File: src/rtl/mem_pkg.sv
// ---------------------------------------------------------------------------
// mem_pkg
// Shared types and helpers for the memory self-test block (mem_bist) and its
// compare/error-capture sub-module (mem_bist_chk).
//   bist_state_t : sequencer states
//   CTRL_*       : encodings of the 2-bit ctrlMEM request ([1]=read, [0]=write)
//   ERR_W        : width of the saturating mismatch counter
//   bist_pattern : test data for a given pass and byte address
// ---------------------------------------------------------------------------
package mem_pkg;

   typedef enum logic [2:0] {
      IDLE  = 3'd0,
      WR    = 3'd1,
      RD    = 3'd2,
      DRAIN = 3'd3,
      DONE  = 3'd4
   } bist_state_t;

   localparam logic [1:0] CTRL_NONE = 2'b00;
   localparam logic [1:0] CTRL_WR   = 2'b01;
   localparam logic [1:0] CTRL_RD   = 2'b10;

   localparam int ERR_W = 16;

   // Pass 0 writes (addr ^ key); pass 1 writes its complement, so every cell
   // bit is exercised at both polarities across the two passes.
   function automatic logic [31:0] bist_pattern(input logic        pass,
                                                input logic [31:0] addr,
                                                input logic [31:0] key);
      logic [31:0] w_true;
      w_true = addr ^ key;
      return pass ? ~w_true : w_true;
   endfunction

endpackage

File: src/rtl/mem_bist_chk.sv
// ---------------------------------------------------------------------------
// mem_bist_chk
// Read-compare pipeline for the memory self-test. Each issued read registers
// (valid, addr, expected); on the following posedge the memory's read data
// (updated on the intervening negedge) is compared. Mismatches increment a
// saturating counter; the first mismatch since the last clear also latches
// its address and the data actually read.
// Ports:
//   i_clk, i_reset      clock, synchronous active-high reset
//   i_clear             clears the counter and first-error capture
//   i_issue_valid       a read is being issued this cycle
//   i_issue_addr        byte address of that read
//   i_issue_exp         data the read is expected to return
//   i_readData          memory read data
//   o_errCount          saturating mismatch count
//   o_firstErrAddr      address of first mismatch
//   o_firstErrData      read data captured at first mismatch
// ---------------------------------------------------------------------------
module mem_bist_chk
   import mem_pkg::*;
(
   input  logic             i_clk,
   input  logic             i_reset,
   input  logic             i_clear,
   input  logic             i_issue_valid,
   input  logic [31:0]      i_issue_addr,
   input  logic [31:0]      i_issue_exp,
   input  logic [31:0]      i_readData,
   output logic [ERR_W-1:0] o_errCount,
   output logic [31:0]      o_firstErrAddr,
   output logic [31:0]      o_firstErrData
);

   logic             r_cmp_valid;
   logic [31:0]      r_cmp_addr;
   logic [31:0]      r_cmp_exp;
   logic [ERR_W-1:0] r_err_count;
   logic             r_have_err;
   logic [31:0]      r_first_addr;
   logic [31:0]      r_first_data;
   logic             w_miss;

   assign w_miss = r_cmp_valid && (i_readData != r_cmp_exp);

   // NOTE: sequential state uses non-blocking assignments so every register
   // samples pre-edge values; blocking here would make results order-dependent.
   always_ff @(posedge i_clk) begin
      if (i_reset) begin
         r_cmp_valid  <= 1'b0;
         r_cmp_addr   <= '0;
         r_cmp_exp    <= '0;
         r_err_count  <= '0;
         r_have_err   <= 1'b0;
         r_first_addr <= '0;
         r_first_data <= '0;
      end else begin
         r_cmp_valid <= i_issue_valid;
         r_cmp_addr  <= i_issue_addr;
         r_cmp_exp   <= i_issue_exp;
         if (i_clear) begin
            r_err_count  <= '0;
            r_have_err   <= 1'b0;
            r_first_addr <= '0;
            r_first_data <= '0;
         end else if (w_miss) begin
            if (r_err_count != '1) begin
               r_err_count <= r_err_count + 1'b1;
            end
            // A separate flag (not count==0) marks the first error, so the
            // capture is independent of the counter's value.
            if (!r_have_err) begin
               r_have_err   <= 1'b1;
               r_first_addr <= r_cmp_addr;
               r_first_data <= i_readData;
            end
         end
      end
   end

   assign o_errCount     = r_err_count;
   assign o_firstErrAddr = r_first_addr;
   assign o_firstErrData = r_first_data;

endmodule

File: src/rtl/mem_bist.sv
// ---------------------------------------------------------------------------
// mem_bist
// Memory self-test initiator. Replaces the pipeline MEM stage during test and
// drives the data-memory request interface. Two write-then-read-verify passes
// run over ADDR_WORDS words from BASE_ADDR: pass 0 with the true pattern,
// pass 1 with the inverted pattern. Reports error count and first failure.
// All request outputs are registered: each request is held posedge to posedge.
// Ports:
//   i_clk           clock
//   i_reset         synchronous active-high reset
//   i_start         start pulse, honoured in IDLE or DONE
//   i_abort         synchronous abort back to IDLE (errCount retained)
//   i_readData      memory read data (valid after the read-issue negedge)
//   o_memAddr       byte address to memory
//   o_writeData     write data to memory
//   o_ctrlMEM       [1]=read, [0]=write
//   o_busy          test in progress (WR/RD/DRAIN)
//   o_done          test finished (DONE)
//   o_pass          finished with zero mismatches
//   o_errCount      saturating mismatch count
//   o_firstErrAddr  address of first mismatch
//   o_firstErrData  data read at first mismatch
// ---------------------------------------------------------------------------
module mem_bist
   import mem_pkg::*;
#(
   parameter int unsigned ADDR_WORDS = 2048,
   parameter logic [31:0] BASE_ADDR  = 32'h0000_0000,
   parameter logic [31:0] PAT_XOR    = 32'hA5A5_5A5A
) (
   input  logic        i_clk,
   input  logic        i_reset,
   input  logic        i_start,
   input  logic        i_abort,
   input  logic [31:0] i_readData,
   output logic [31:0] o_memAddr,
   output logic [31:0] o_writeData,
   output logic [1:0]  o_ctrlMEM,
   output logic        o_busy,
   output logic        o_done,
   output logic        o_pass,
   output logic [15:0] o_errCount,
   output logic [31:0] o_firstErrAddr,
   output logic [31:0] o_firstErrData
);

   localparam int               IDX_W    = (ADDR_WORDS > 1) ? $clog2(ADDR_WORDS) : 1;
   localparam logic [IDX_W-1:0] LAST_IDX = IDX_W'(ADDR_WORDS - 1);

   bist_state_t      r_state, w_next_state;
   logic [IDX_W-1:0] r_idx, w_next_idx;
   logic             r_pass, w_next_pass;
   logic             w_clear;
   logic             w_last;

   logic [1:0]       r_ctrl, w_req_ctrl;
   logic [31:0]      r_addr, w_req_addr;
   logic [31:0]      r_wdata, w_req_wdata;
   logic             r_busy, r_done;
   logic [31:0]      w_word_addr;
   logic [31:0]      w_exp;
   logic             w_issue_valid;
   logic [15:0]      w_err_count;

   assign w_last = (r_idx == LAST_IDX);

   // r_idx always names the word whose request is currently on the outputs;
   // the next request is formed from the next-state values and registered.
   // NOTE: every always_comb output gets a default first, so no path leaves a
   // signal unassigned and no latch is inferred.
   always_comb begin
      w_next_state = r_state;
      w_next_idx   = r_idx;
      w_next_pass  = r_pass;
      w_clear      = 1'b0;

      if (i_abort) begin
         w_next_state = IDLE;
      end else begin
         case (r_state)
            IDLE, DONE: begin
               if (i_start) begin
                  w_clear      = 1'b1;
                  w_next_idx   = '0;
                  w_next_pass  = 1'b0;
                  w_next_state = WR;
               end
            end
            WR: begin
               if (w_last) begin
                  w_next_idx   = '0;
                  w_next_state = RD;
               end else begin
                  w_next_idx = r_idx + 1'b1;
               end
            end
            RD: begin
               if (w_last) begin
                  w_next_idx   = '0;
                  w_next_state = DRAIN;
               end else begin
                  w_next_idx = r_idx + 1'b1;
               end
            end
            DRAIN: begin
               // The last read of the pass is compared while in DRAIN.
               w_next_idx = '0;
               if (!r_pass) begin
                  w_next_pass  = 1'b1;
                  w_next_state = WR;
               end else begin
                  w_next_state = DONE;
               end
            end
            default: w_next_state = IDLE;
         endcase
      end
   end

   assign w_word_addr = BASE_ADDR + (32'(w_next_idx) << 2);
   assign w_exp       = bist_pattern(w_next_pass, w_word_addr, PAT_XOR);

   always_comb begin
      w_req_ctrl    = CTRL_NONE;
      w_req_addr    = '0;
      w_req_wdata   = '0;
      w_issue_valid = 1'b0;
      case (w_next_state)
         WR: begin
            w_req_ctrl  = CTRL_WR;
            w_req_addr  = w_word_addr;
            w_req_wdata = w_exp;
         end
         RD: begin
            w_req_ctrl    = CTRL_RD;
            w_req_addr    = w_word_addr;
            w_issue_valid = 1'b1;
         end
         default: ;
      endcase
   end

   always_ff @(posedge i_clk) begin
      if (i_reset) begin
         r_state <= IDLE;
         r_idx   <= '0;
         r_pass  <= 1'b0;
         r_ctrl  <= CTRL_NONE;
         r_addr  <= '0;
         r_wdata <= '0;
         r_busy  <= 1'b0;
         r_done  <= 1'b0;
      end else begin
         r_state <= w_next_state;
         r_idx   <= w_next_idx;
         r_pass  <= w_next_pass;
         r_ctrl  <= w_req_ctrl;
         r_addr  <= w_req_addr;
         r_wdata <= w_req_wdata;
         r_busy  <= (w_next_state == WR) || (w_next_state == RD) ||
                    (w_next_state == DRAIN);
         r_done  <= (w_next_state == DONE);
      end
   end

   mem_bist_chk u_chk (
      .i_clk          (i_clk),
      .i_reset        (i_reset),
      .i_clear        (w_clear),
      .i_issue_valid  (w_issue_valid),
      .i_issue_addr   (w_req_addr),
      .i_issue_exp    (w_exp),
      .i_readData     (i_readData),
      .o_errCount     (w_err_count),
      .o_firstErrAddr (o_firstErrAddr),
      .o_firstErrData (o_firstErrData)
   );

   assign o_memAddr   = r_addr;
   assign o_writeData = r_wdata;
   assign o_ctrlMEM   = r_ctrl;
   assign o_busy      = r_busy;
   assign o_done      = r_done;
   // The count is stable throughout DONE, so this is glitch-free in practice.
   assign o_pass      = r_done && (w_err_count == '0);
   assign o_errCount  = w_err_count;

endmodule
File: config.mk
export PLATFORM = sky130hd
export DESIGN_NAME = mem_bist
export DESIGN_NICKNAME = d
export VERILOG_FILES = /design/src/rtl/mem_pkg.sv /design/src/rtl/mem_bist_chk.sv /design/src/rtl/mem_bist.sv
export SDC_FILE = /design/constraint.sdc
export NUM_CORES = 1
export LEC_CHECK = 0
export CAP_MARGIN = 20
export CORE_MARGIN = 5
export CORE_UTILIZATION = 40
export DETAILED_ROUTE_END_ITERATION = 16
export GPL_TIMING_DRIVEN = 0
export PLACE_DENSITY = 0.67
export RECOVER_POWER = 50
export SKIP_LAST_GASP = 1
export SLEW_MARGIN = 20
export SYNTH_ARGS = -nofsm -noshare
export SYNTH_HDL_FRONTEND = slang
export SYNTH_HIERARCHICAL = 1
export SYNTH_SLANG_ARGS = --single-unit
File: constraint.sdc
create_clock -name i_clk -period 2.85 [get_ports i_clk]
set_input_delay 0.855 -clock i_clk [delete_from_list [all_inputs] [get_ports i_clk]]
set_output_delay 0.855 -clock i_clk [all_outputs]
set_load 0.01 [all_outputs]
==> PnR_summary.wiki, run 1 <==
{| class="wikitable"
! Metric !! Value
|-
| Clock root buffer || clkbuf_16
|-
| First drt pass iteration count || 5
|-
| Vias in the first global route || 5,983
|-
| Share of synthesized area occupied by flip-flops and latches || 48.99%
|-
| Final routed DRC violation total || 0
|-
| Number of hold-repair buffers added at the cts stage || 0
|-
| Critical Path Source Type || input pin
|-
| Register area || 0.003784 mm2
|-
| Count of inserted antenna diode cells || 0
|-
| Leakage || 0.004141 uW
|-
| Fmax || 0.3670 GHz
|-
| Main area contributors after synthesis || dfxtp_1 49%, nor2b_1 5.8%, xnor2_1 4.5%
|-
| Number of placement rows || 50
|-
| Worst flop-to-flop path startpoint || r_idx[0]
|-
| Wire length of the first global-routing pass || 31,530 um
|-
| Area of the die || 0.02219 mm2
|-
| Buffers from clock root to sink, at most || 2
|-
| CTS tree || done
|-
| Remaining number of nets flagged by the antenna check after routing || 0
|-
| Leading register cell type out of synthesis || dfxtp_1
|-
| Placed Cells incl. Taps || 1,288
|-
| Routed length on met1 || 9109 um
|-
| Highest Signal Layer || met4
|-
| Final Instance Area || 0.01046 mm2
|-
| Synthesized instance count || 824
|-
| Initial Util || 41.02%
|-
| Critical path fanouts, max || 10
|-
| Buffer and inverter count on the worst path || 3
|-
| Total overflow reported by the global router || 0
|-
| Number of buffers inserted during clock tree synthesis || 17
|-
| Clock Sinks || 189
|-
| Post-synthesis cell type with the largest combined area || dfxtp_1
|-
| Number of top-level pins || 185
|-
| Non-filler cells, final || 1,317
|-
| Total wirelength of the detailed-routed design || 20,010 um
|-
| Die height || 149.0 um
|-
| Max Slew Vio Count || 0
|-
| Post-detail-place hpwl || 15,160 um
|-
| FF+latch count, synth || 189
|-
| Instance area after placement || 0.009834 mm2
|-
| Number of buffers inserted by port buffering || 163
|-
| Routed wire length on met2 || 9574 um
|-
| Post-synthesis instance area || 0.007724 mm2
|-
| Cell with the largest stage delay on the worst path || clkdlybuf4s50_1
|-
| Proportion of register bits with asynchronous set or reset after synthesis || 0%
|-
| Pin count of the biggest net entering global routing || 21
|-
| Portion of the clock cycle consumed by the worst path in the final layout || 95.60%
|-
| Maximum level of the CTS H-tree || 4
|-
| Reg clk slew, reported paths || 0.07 ns
|-
| Width of the chip || 149.0 um
|-
| Via/cell ratio || 4.776
|-
| IR drop worst, VDD || 0.4034 mV
|-
| Core ar. || 0.01883 mm2
|-
| Final critical delay including setup and external delays || 2.725 ns
|-
| Kind of path behind the tightest hold check || reg -> reg
|-
| Launch point of the critical path || i_readData[8]
|-
| Initial antenna violation count || 0
|-
| P per Cell Area || 518.4 mW/mm2
|-
| Final nets || 1,084
|-
| Crit-path max cell delay || 0.46 ns
|-
| Post-Synthesis Mean Instance Area || 9.373 um2
|-
| Clock tree skew after final layout || 0.008658 ns
|-
| Actual slew at the worst max-slew pin || 0.6599 ns
|-
| Max-slew headroom at the worst pin || 55.69%
|-
| Post-synth EDFFs || 0
|-
| DR WL met3 || 1028 um
|-
| Total track usage || 17.83%
|-
| Clock latency on the worst-skew pair || 0.43 ns
|-
| Routed via count || 6,290
|-
| Critical path cell sequence || clkdlybuf4s50_1, xnor2_1, nand4_1, nor4_2, a21oi_2, buf_6, buf_2, nand3_1, o21ai_0
|-
| Number of synthesis warnings || 6
|-
| Unique cell type count in the Yosys netlist || 63
|-
| Count of endpoints failing hold in the final timing report || 0
|-
| Crit path DAT || 3.02 ns
|-
| Top cell type's share of synthesized area || 48.99%
|-
| Outcome || complete, no violations
|-
| Sort of element at the end of the critical path || register
|-
| WL/cell || 15.19 um
|-
| Total area of multi-input combinational cells || 0.003531 mm2
|-
| Source of the worst hold timing path || u_chk/r_cmp_addr[31]
|-
| Fill cell count || 1,702
|-
| Proportion of layout cells with a drive suffix above 1 || 12.02%
|-
| Maxcap violations || 0
|-
| Growth of design area from synthesis to finish || 35.40%
|-
| Category of the most critical setup path || in -> reg
|-
| Global placement routability congestion || 0.8881
|-
| Number of failing setup endpoints in the final timing report || 0
|-
| Critical path data required time || 3.14 ns
|-
| DRT iter0 DRCs || 337
|-
| CP delay by family, top || buffers and inverters
|}
[cell families (layout without fill, tap and decap cells)]
family | Yosys count | count (layout) | share of synthesized area [%]
other cells | 1 | 42 | 0.04855
buf+inv | 97 | 289 | 7.597
simple gates | 362 | 362 | 25.69
compound gates | 98 | 98 | 8.262
fa+ha+maj | 2 | 2 | 0.3239
flops | 189 | 189 | 48.99
mux | 35 | 35 | 4.552
xor+xnor | 40 | 40 | 4.536
[layout by cell type, fill, tap and decap left out, types with 28 or more instances in the layout]
cell | synthesis | final
dfxtp_1 | 189 | 189
dlygate4sd3_1 | 0 | 98
nor2b_1 | 71 | 71
nor2_1 | 71 | 70
clkdlybuf4s50_1 | 0 | 64
nand2_1 | 57 | 57
nand3_1 | 45 | 45
o21ai_0 | 43 | 43
conb_1 | 1 | 42
buf_4 | 40 | 41
xnor2_1 | 40 | 40
mux2i_1 | 34 | 34
nor3_1 | 28 | 28
[where the power goes]
part	leakage (uW)	total (uW)	internal (uW)	switching, uW
combinational	0.00232	333	154	179
clock	0.000286	2400	1380	1020
sequential	0.00154	2690	2680	13.6
total	0.00414	5420	4210	1210
[worst register-to-register path, stage by stage (launching register included)]
cell	delay [ns]
dfxtp_1	0.46
ha_1	0.31
nand3_2	0.16
nor4_4	0.57
mux2_2	0.44
a2bb2oi_4	0.19
buf_6	0.20
nor2_1	0.11
nor2b_1	0.14
[synth_stat cells (3+ instances only)]
cell,number
inv_1,9
a21oi_1,14
o31ai_1,8
and2_1,7
buf_4,40
nor2_1,71
nor3b_2,5
xnor2_1,40
or2_2,4
nor2b_1,71
nor4_2,3
a31oi_1,3
nand2_1,57
nor3_1,28
nor3b_1,3
o21ai_0,43
and3_1,6
buf_1,3
or4_1,9
nand4_1,18
buf_6,6
clkbuf_1,25
nor4_1,7
mux2i_1,34
or3_1,9
nand2b_1,5
nor4b_1,3
nand3_1,45
dfxtp_1,189
buf_2,11
o211ai_1,7
[per-layer routing]
layer / up-vias / GRT usage (%)
met3: 19 / 4.527
met5: - / 0
met4: 0 / 4.943
met1: 2898 / 23.40
li1: 3200 / -
met2: 173 / 29.24
[area by class of cell]
cell class	instances	area share (%)
Multi-Input combinational cell	579	33.76
Tap cell	260	3.111
Inverter	9	0.3230
Clock buffer	17	4.068
Buffer	87	5.360
Sequential cell	189	36.18
Timing Repair Buffer	163	15.59
Clock inverter	13	1.603
[worst paths after layout]
path | to | slack (ns) | depth (start not counted)
setup / recovery | u_chk/o_firstErrAddr[20] | 0.13 | 9
hold / removal | u_chk/o_firstErrAddr[31] | 0.44 | 2
setup reg to reg | u_chk/r_cmp_addr[4] | 0.19 | 8
hold reg to reg | u_chk/o_firstErrAddr[31] | 0.44 | 2
[state kept, by name, indices dropped and copies added (netlist names), 2 cells and up]
| register | count |
|---|---|
| u_chk/o_errCount | 16 |
| u_chk/r_cmp_exp | 32 |
| u_chk/r_cmp_addr | 32 |
| u_chk/o_firstErrData | 32 |
| r_state | 3 |
| o_ctrlMEM | 2 |
| o_memAddr | 11 |
| o_writeData | 13 |
| r_idx | 11 |
| u_chk/o_firstErrAddr | 32 |
[repair_timing]
action | CTS | global route
gates resized for setup | 7 | 9
setup endpoints to repair | 79 | 48
setup buffers | 0 | 0
[stage by stage]
stage | worst slack [ns] | utilization [%] | power, uW | setup TNS, ns | hold slack (ns)
5_1_grt | -0.005178 | 55.53 | 5630 | -0.005178 | 0.4621
3_5_place_dp | -1.066 | 52.23 | 3080 | -64.32 | 0.4377
3_3_place_gp | -1.111 | 52.23 | 3080 | -65.74 | 0.4252
6_report | 0.1255 | 55.53 | 5421 | 0 | 0.4417
4_1_cts | -0.009432 | 55.46 | 5477 | -0.03265 | 0.4471
2_1_floorplan | 0.3072 | - | 2940 | 0 | 0.4208
Note: power is estimated with default switching activity, not from simulation.
==> inputs of run 2 (changes only) <==
Clock period 2.85 ns to 2.8 ns, I/O delays scaled along.
==> PnR_summary.wiki, run 2 (synthesis results as in run 1) <==
{| class="wikitable"
! Metric !! Value
|-
| Outcome || complete, no violations
|-
| Post-detail-place hpwl || 15,160 um (unchanged)
|-
| NetSw || 1236 uW (+1.9%)
|-
| IR drop worst, VDD || 0.4100 mV (+1.7%)
|-
| Power consumption || 5520 uW (+1.8%)
|-
| Fin Hold WS || 0.4420 ns (+0.0003480 ns)
|-
| Number of buffers inserted by port buffering || 163 (unchanged)
|-
| Clock Sinks || 189 (unchanged)
|-
| Width of the chip || 149.0 um (unchanged)
|-
| Routed via count || 6,281 (-0.14%)
|-
| Proportion of layout cells with a drive suffix above 1 || 11.83% (-0.19 points)
|-
| Pin count of the biggest net entering global routing || 21 (unchanged)
|-
| Initial Util || 41.02% (unchanged)
|-
| Number of placement rows || 50 (unchanged)
|-
| Vias in the first global route || 5,983 (unchanged)
|-
| Clock tree skew after final layout || 0.008470 ns (-0.0001878 ns)
|-
| DRT iter0 DRCs || 334 (-0.89%)
|-
| Fmax || 0.3691 GHz
|-
| Die height || 149.0 um (unchanged)
|-
| Highest Signal Layer || met4
|-
| Via/cell ratio || 4.769 (-0.14%)
|-
| Count of inserted antenna diode cells || 0 (unchanged)
|-
| Critical path data required time || 3.09 ns (-0.05 ns)
|-
| WL/cell || 15.21 um (about the same)
|-
| Final critical delay including setup and external delays || 2.709 ns
|-
| Clock root buffer || clkbuf_16
|-
| Number of failing setup endpoints in the final timing report || 0 (unchanged)
|-
| Maximum level of the CTS H-tree || 4 (unchanged)
|-
| Final nets || 1,084 (unchanged)
|-
| Number of buffers inserted during clock tree synthesis || 17 (unchanged)
|-
| Sw Ratio || 22.40% (+0.026 points)
|-
| DR WL met3 || 983 um (-4.4%)
|-
| Sort of element at the end of the critical path || register
|-
| Number of top-level pins || 185 (unchanged)
|-
| Buffers from clock root to sink, at most || 2 (unchanged)
|-
| Combinational power share || 6.1% (about the same)
|-
| Core ar. || 0.01883 mm2 (unchanged)
|-
| Actual slew at the worst max-slew pin || 0.6579 ns (-0.001990 ns)
|-
| First drt pass iteration count || 4 (-1)
|-
| Routed length on met1 || 9155 um (+0.50%)
|-
| CTS tree || done
|-
| Routed wire length on met2 || 9592 um (+0.19%)
|-
| Total wirelength of the detailed-routed design || 20,030 um (about the same)
|-
| P per Cell Area || 528.2 mW/mm2 (+1.9%)
|-
| Final routed DRC violation total || 0 (unchanged)
|-
| Cell-internal power || 4283 uW (+1.8%)
|-
| Remaining number of nets flagged by the antenna check after routing || 0 (unchanged)
|-
| Max Slew Vio Count || 0 (unchanged)
|-
| Leakage || 0.004172 uW (+0.74%)
|-
| Wire length of the first global-routing pass || 31,530 um (unchanged)
|-
| Portion of the clock cycle consumed by the worst path in the final layout || 96.75%
|-
| Most common cell after layout, fill and taps aside || dfxtp_1
|-
| Core Util, Final || 55.50% (about the same)
|-
| Post-route setup TNS || 0 ns (unchanged)
|-
| Clock network fraction of total power || 44.3% (about the same)
|-
| Sequential power share || 49.6% (about the same)
|-
| Growth of design area from synthesis to finish || 35.30% (about the same)
|-
| Total overflow reported by the global router || 0 (unchanged)
|-
| Count of endpoints failing hold in the final timing report || 0 (unchanged)
|-
| Initial antenna violation count || 0 (unchanged)
|-
| Critical path fanouts, max || 10 (unchanged)
|-
| Leading cell types in the layout, fill and taps excluded || 189 x dfxtp_1, 107 x dlygate4sd3_1, 71 x nor2b_1, 70 x nor2_1, 57 x nand2_1
|-
| Total track usage || 17.83% (unchanged)
|-
| Global placement routability congestion || 0.8881 (unchanged)
|-
| Max-slew headroom at the worst pin || 55.83% (+0.13 points)
|-
| RSZ-0062 raised after global routing || false
|-
| Area of the die || 0.02219 mm2 (unchanged)
|-
| Critical Path Source Type || input pin
|-
| Clock latency on the worst-skew pair || 0.43 ns (about the same)
|-
| Maxcap violations || 0 (unchanged)
|-
| Reg clk slew, reported paths || 0.07 ns (about the same)
|-
| Category of the most critical setup path || in -> reg
|-
| Setup Buffers After CTS || 0 (unchanged)
|-
| Kind of path behind the tightest hold check || reg -> reg
|-
| Crit path DAT || 3.00 ns (-0.02 ns)
|}
## run 2: final timing paths
path / from / end / slack (ns) / depth (start not counted)
max: i_readData[8] / u_chk/o_firstErrAddr[20] / 0.09 / 9
min: u_chk/r_cmp_addr[31] / u_chk/o_firstErrAddr[31] / 0.44 / 2
max reg2reg: r_idx[0] / u_chk/r_cmp_addr[12] / 0.12 / 8
min reg2reg: u_chk/r_cmp_addr[31] / u_chk/o_firstErrAddr[31] / 0.44 / 2
## run 2: layout make-up
class / instances / area, um2
Multi-Input combinational cell: 579 / 3523
Sequential cell: 189 / 3784
Timing Repair Buffer: 163 / 1630
Fill cell: 1702 / 8381
Clock inverter: 13 / 167.7
Buffer: 87 / 560.5
Tap cell: 260 / 325.3
Clock buffer: 17 / 425.4
Inverter: 9 / 33.78
## run 2: what timing repair did
| action | CTS | global route |
|---|---|---|
| resized for setup | 7 | 11 |
| hold buffers | 0 | 0 |
| pin swaps | 0 | 0 |
| setup endpoints to repair | 84 | 66 |
## run 2: worst max-delay path, stage by stage
cell             delay [ns]
clkdlybuf4s50_1        0.46
xnor2_1                0.32
nand4_1                0.16
nor4_2                 0.39
a21oi_2                0.22
buf_6                  0.22
buf_2                  0.19
nand3_1                0.10
o21ai_0                0.10
## run 2: power groups by stage
stage | logic [uW] | registers [uW] | clock network [uW]
finish | 338 | 2740 | 2440
CTS | 339 | 2740 | 2500
global placement | 335 | 2800 | 0
floorplan | 191 | 2800 | 0
detailed placement | 335 | 2800 | 0
global route | 368 | 2740 | 2620
## run 2: stage by stage
step	instances	area [um2]	worst slack, ns
6_report	1317	10450	0.09100
5_1_grt	1317	10450	0.007085
4_1_cts	1318	10440	-0.04443
3_5_place_dp	1288	9834	-1.101
3_3_place_gp	1288	9834	-1.146
2_1_floorplan	865	7878	0.2722
## run 2: metal layers
metal  vias up  global-route usage, %
li1       3201                      -
met1      2896                  23.40
met2       165                  29.24
met3        19                  4.527
met4         0                  4.943
met5         -                      0
==> RTL edit: new RTL, config.mk and constraints of run 2 <==
Re-encode `bist_state_t` (5 states) as one-hot, 5 bits wide.
--- a/src/rtl/mem_pkg.sv
+++ b/src/rtl/mem_pkg.sv
@@ -9,12 +9,12 @@
 // ---------------------------------------------------------------------------
 package mem_pkg;
 
-   typedef enum logic [2:0] {
-      IDLE  = 3'd0,
-      WR    = 3'd1,
-      RD    = 3'd2,
-      DRAIN = 3'd3,
-      DONE  = 3'd4
+   typedef enum logic [4:0] {
+      IDLE  = 5'b00001,
+      WR    = 5'b00010,
+      RD    = 5'b00100,
+      DRAIN = 5'b01000,
+      DONE  = 5'b10000
    } bist_state_t;
 
    localparam logic [1:0] CTRL_NONE = 2'b00;
Behaviour: no difference found for any inputs over 4 cycles, from zero or initial values and one cycle with i_reset high; so few cycles prove little.
==> RTL edit against run 2 <==
  * First-iteration DRC count fell by 1.2%
  * Power fell by 0.26%
  * Routed wire length is 1.3% lower
  * Sequential cell count rose by 2
  * Sequential share of layout area increased by 0.95 points
  * Worst setup slack gained 26 ps
  * Die area decreased by 1.6%
  * Design area fell by 1.5%
  * Synthesized area down 1.7%
  * Via count decreased by 3.4%
  * Largest cell class unchanged
==> RTL edit: results (changes against run 2) <==
[critical_path]
cp_max_fo = 20  ; was 10
reg2reg_to = u_chk/r_cmp_exp[2]  ; was u_chk/r_cmp_addr[12]
crit_arrival_ps = 2980  ; was 3000 ps
rrSetupSlack_ps = 220  ; was 120 ps
slowest_delay_ps = 520  ; was 460 ps
critPathCapture = u_chk/r_cmp_exp[11]  ; was u_chk/o_firstErrAddr[20]
crit_path_start = i_abort  ; was i_readData[8]

[timing]
fin_hold_ws_ps = 448  ; was 442 ps
skew_ps = 12.6  ; was 8.47 ps
fmax_mhz = 373  ; was 369 MHz
relSlewSlack_pct = 47.9  ; was 55.8%

[detailed_routing]
wl_met3_um = 925  ; was 983 µm
dr.first_iter.drc_count = 330  ; was 334
met1_length_um = 8990  ; was 9160 µm
via_per_inst = 4.78  ; was 4.77
wl_um = 19800  ; was 20,000 µm
wl_met2_um = 9380  ; was 9590 µm

[logic_synthesis]
synthMuxAreaShare_pct = 5.42  ; was 4.55%
synth-adder-area-share_pct = 0.330  ; was 0.324%
yosysUniqueCellTypes = 58  ; was 63
ys_seq_area_share_pct = 50.4  ; was 49.0%
synth-compound-area-share_pct = 7.58  ; was 8.26%
synth_cells = 799  ; was 824
netlist_top_cells_area = dfxtp_1, nor2b_1, mux2i_1  ; was dfxtp_1, nor2b_1, xnor2_1

[finish]
fillers = 1723  ; was 1,702
final_layout_size_suffix_gt1_share_pct = 11.5  ; was 11.8%
fin_cells = 1268  ; was 1,317
final_core_util_pct = 55.0  ; was 55.5%
fin_nets = 1059  ; was 1,084

[global_route]
grt_use_total_pct = 18.1  ; was 17.8%
grt_util_met1_pct = 24.6  ; was 23.4%
grt_util_met3_pct = 3.71  ; was 4.53%
grt_pass1_vias = 5715  ; was 5,983
grt_use_met2_pct = 28.6  ; was 29.2%
grt_pass1_wl_um = 31300  ; was 31,500 µm

[run_status]
outcome = finished, final reports clean  ; unchanged

[worst_hold_path]
min_from = u_chk/r_cmp_addr[5]  ; was u_chk/r_cmp_addr[31]
worstHoldEndpoint = u_chk/o_firstErrAddr[5]  ; was u_chk/o_firstErrAddr[31]

[cts]
ctsResizeCount = 11  ; was 7

[placed_design]
hpwl_um = 14700  ; was 15,200 µm
placed_cells = 1237  ; was 1,288
pre_cts_ws_ps = -1060  ; was -1100 ps

[power]
vdd_drop_max_v = 0.000474  ; was 0.000410 V
finalPower_mw = 5.51  ; was 5.52 mW
p_comb_mw = 0.418  ; was 0.338 mW
swShare_pct = 23.4  ; was 22.4%

## RTL edit: cell types whose count changed after synthesis, moves of 5 or more
| cell | change |
|---|---|
| nor3_1 | -16 |
| nor2_1 | +13 |
| xor2_1 | +7 |
| mux2i_1 | +6 |
| o21ai_0 | -6 |
| nor2b_1 | -5 |
| nor3b_2 | -5 |
## RTL edit: worst register-to-register path: cells and delay by family (launching register included)
kind | cells | cell delay, ps
AOI/OAI and AO/OA | 1 | 520
xor gates and xnor gates | 1 | 120
adders and majority gates | 1 | 240
DFF | 1 | 420
and+or+nand+nor | 5 | 1150
## RTL edit: final cells by class
type | instances | area share, %
inverters | 9 | 0.340
well taps | 234 | 2.84
flip-flops and latches | 191 | 37.2
repair buffers | 163 | 15.8
clock inverters | 11 | 1.07
clock buffers | 21 | 4.38
multi-input cells | 557 | 33.0
plain buffers | 82 | 5.34
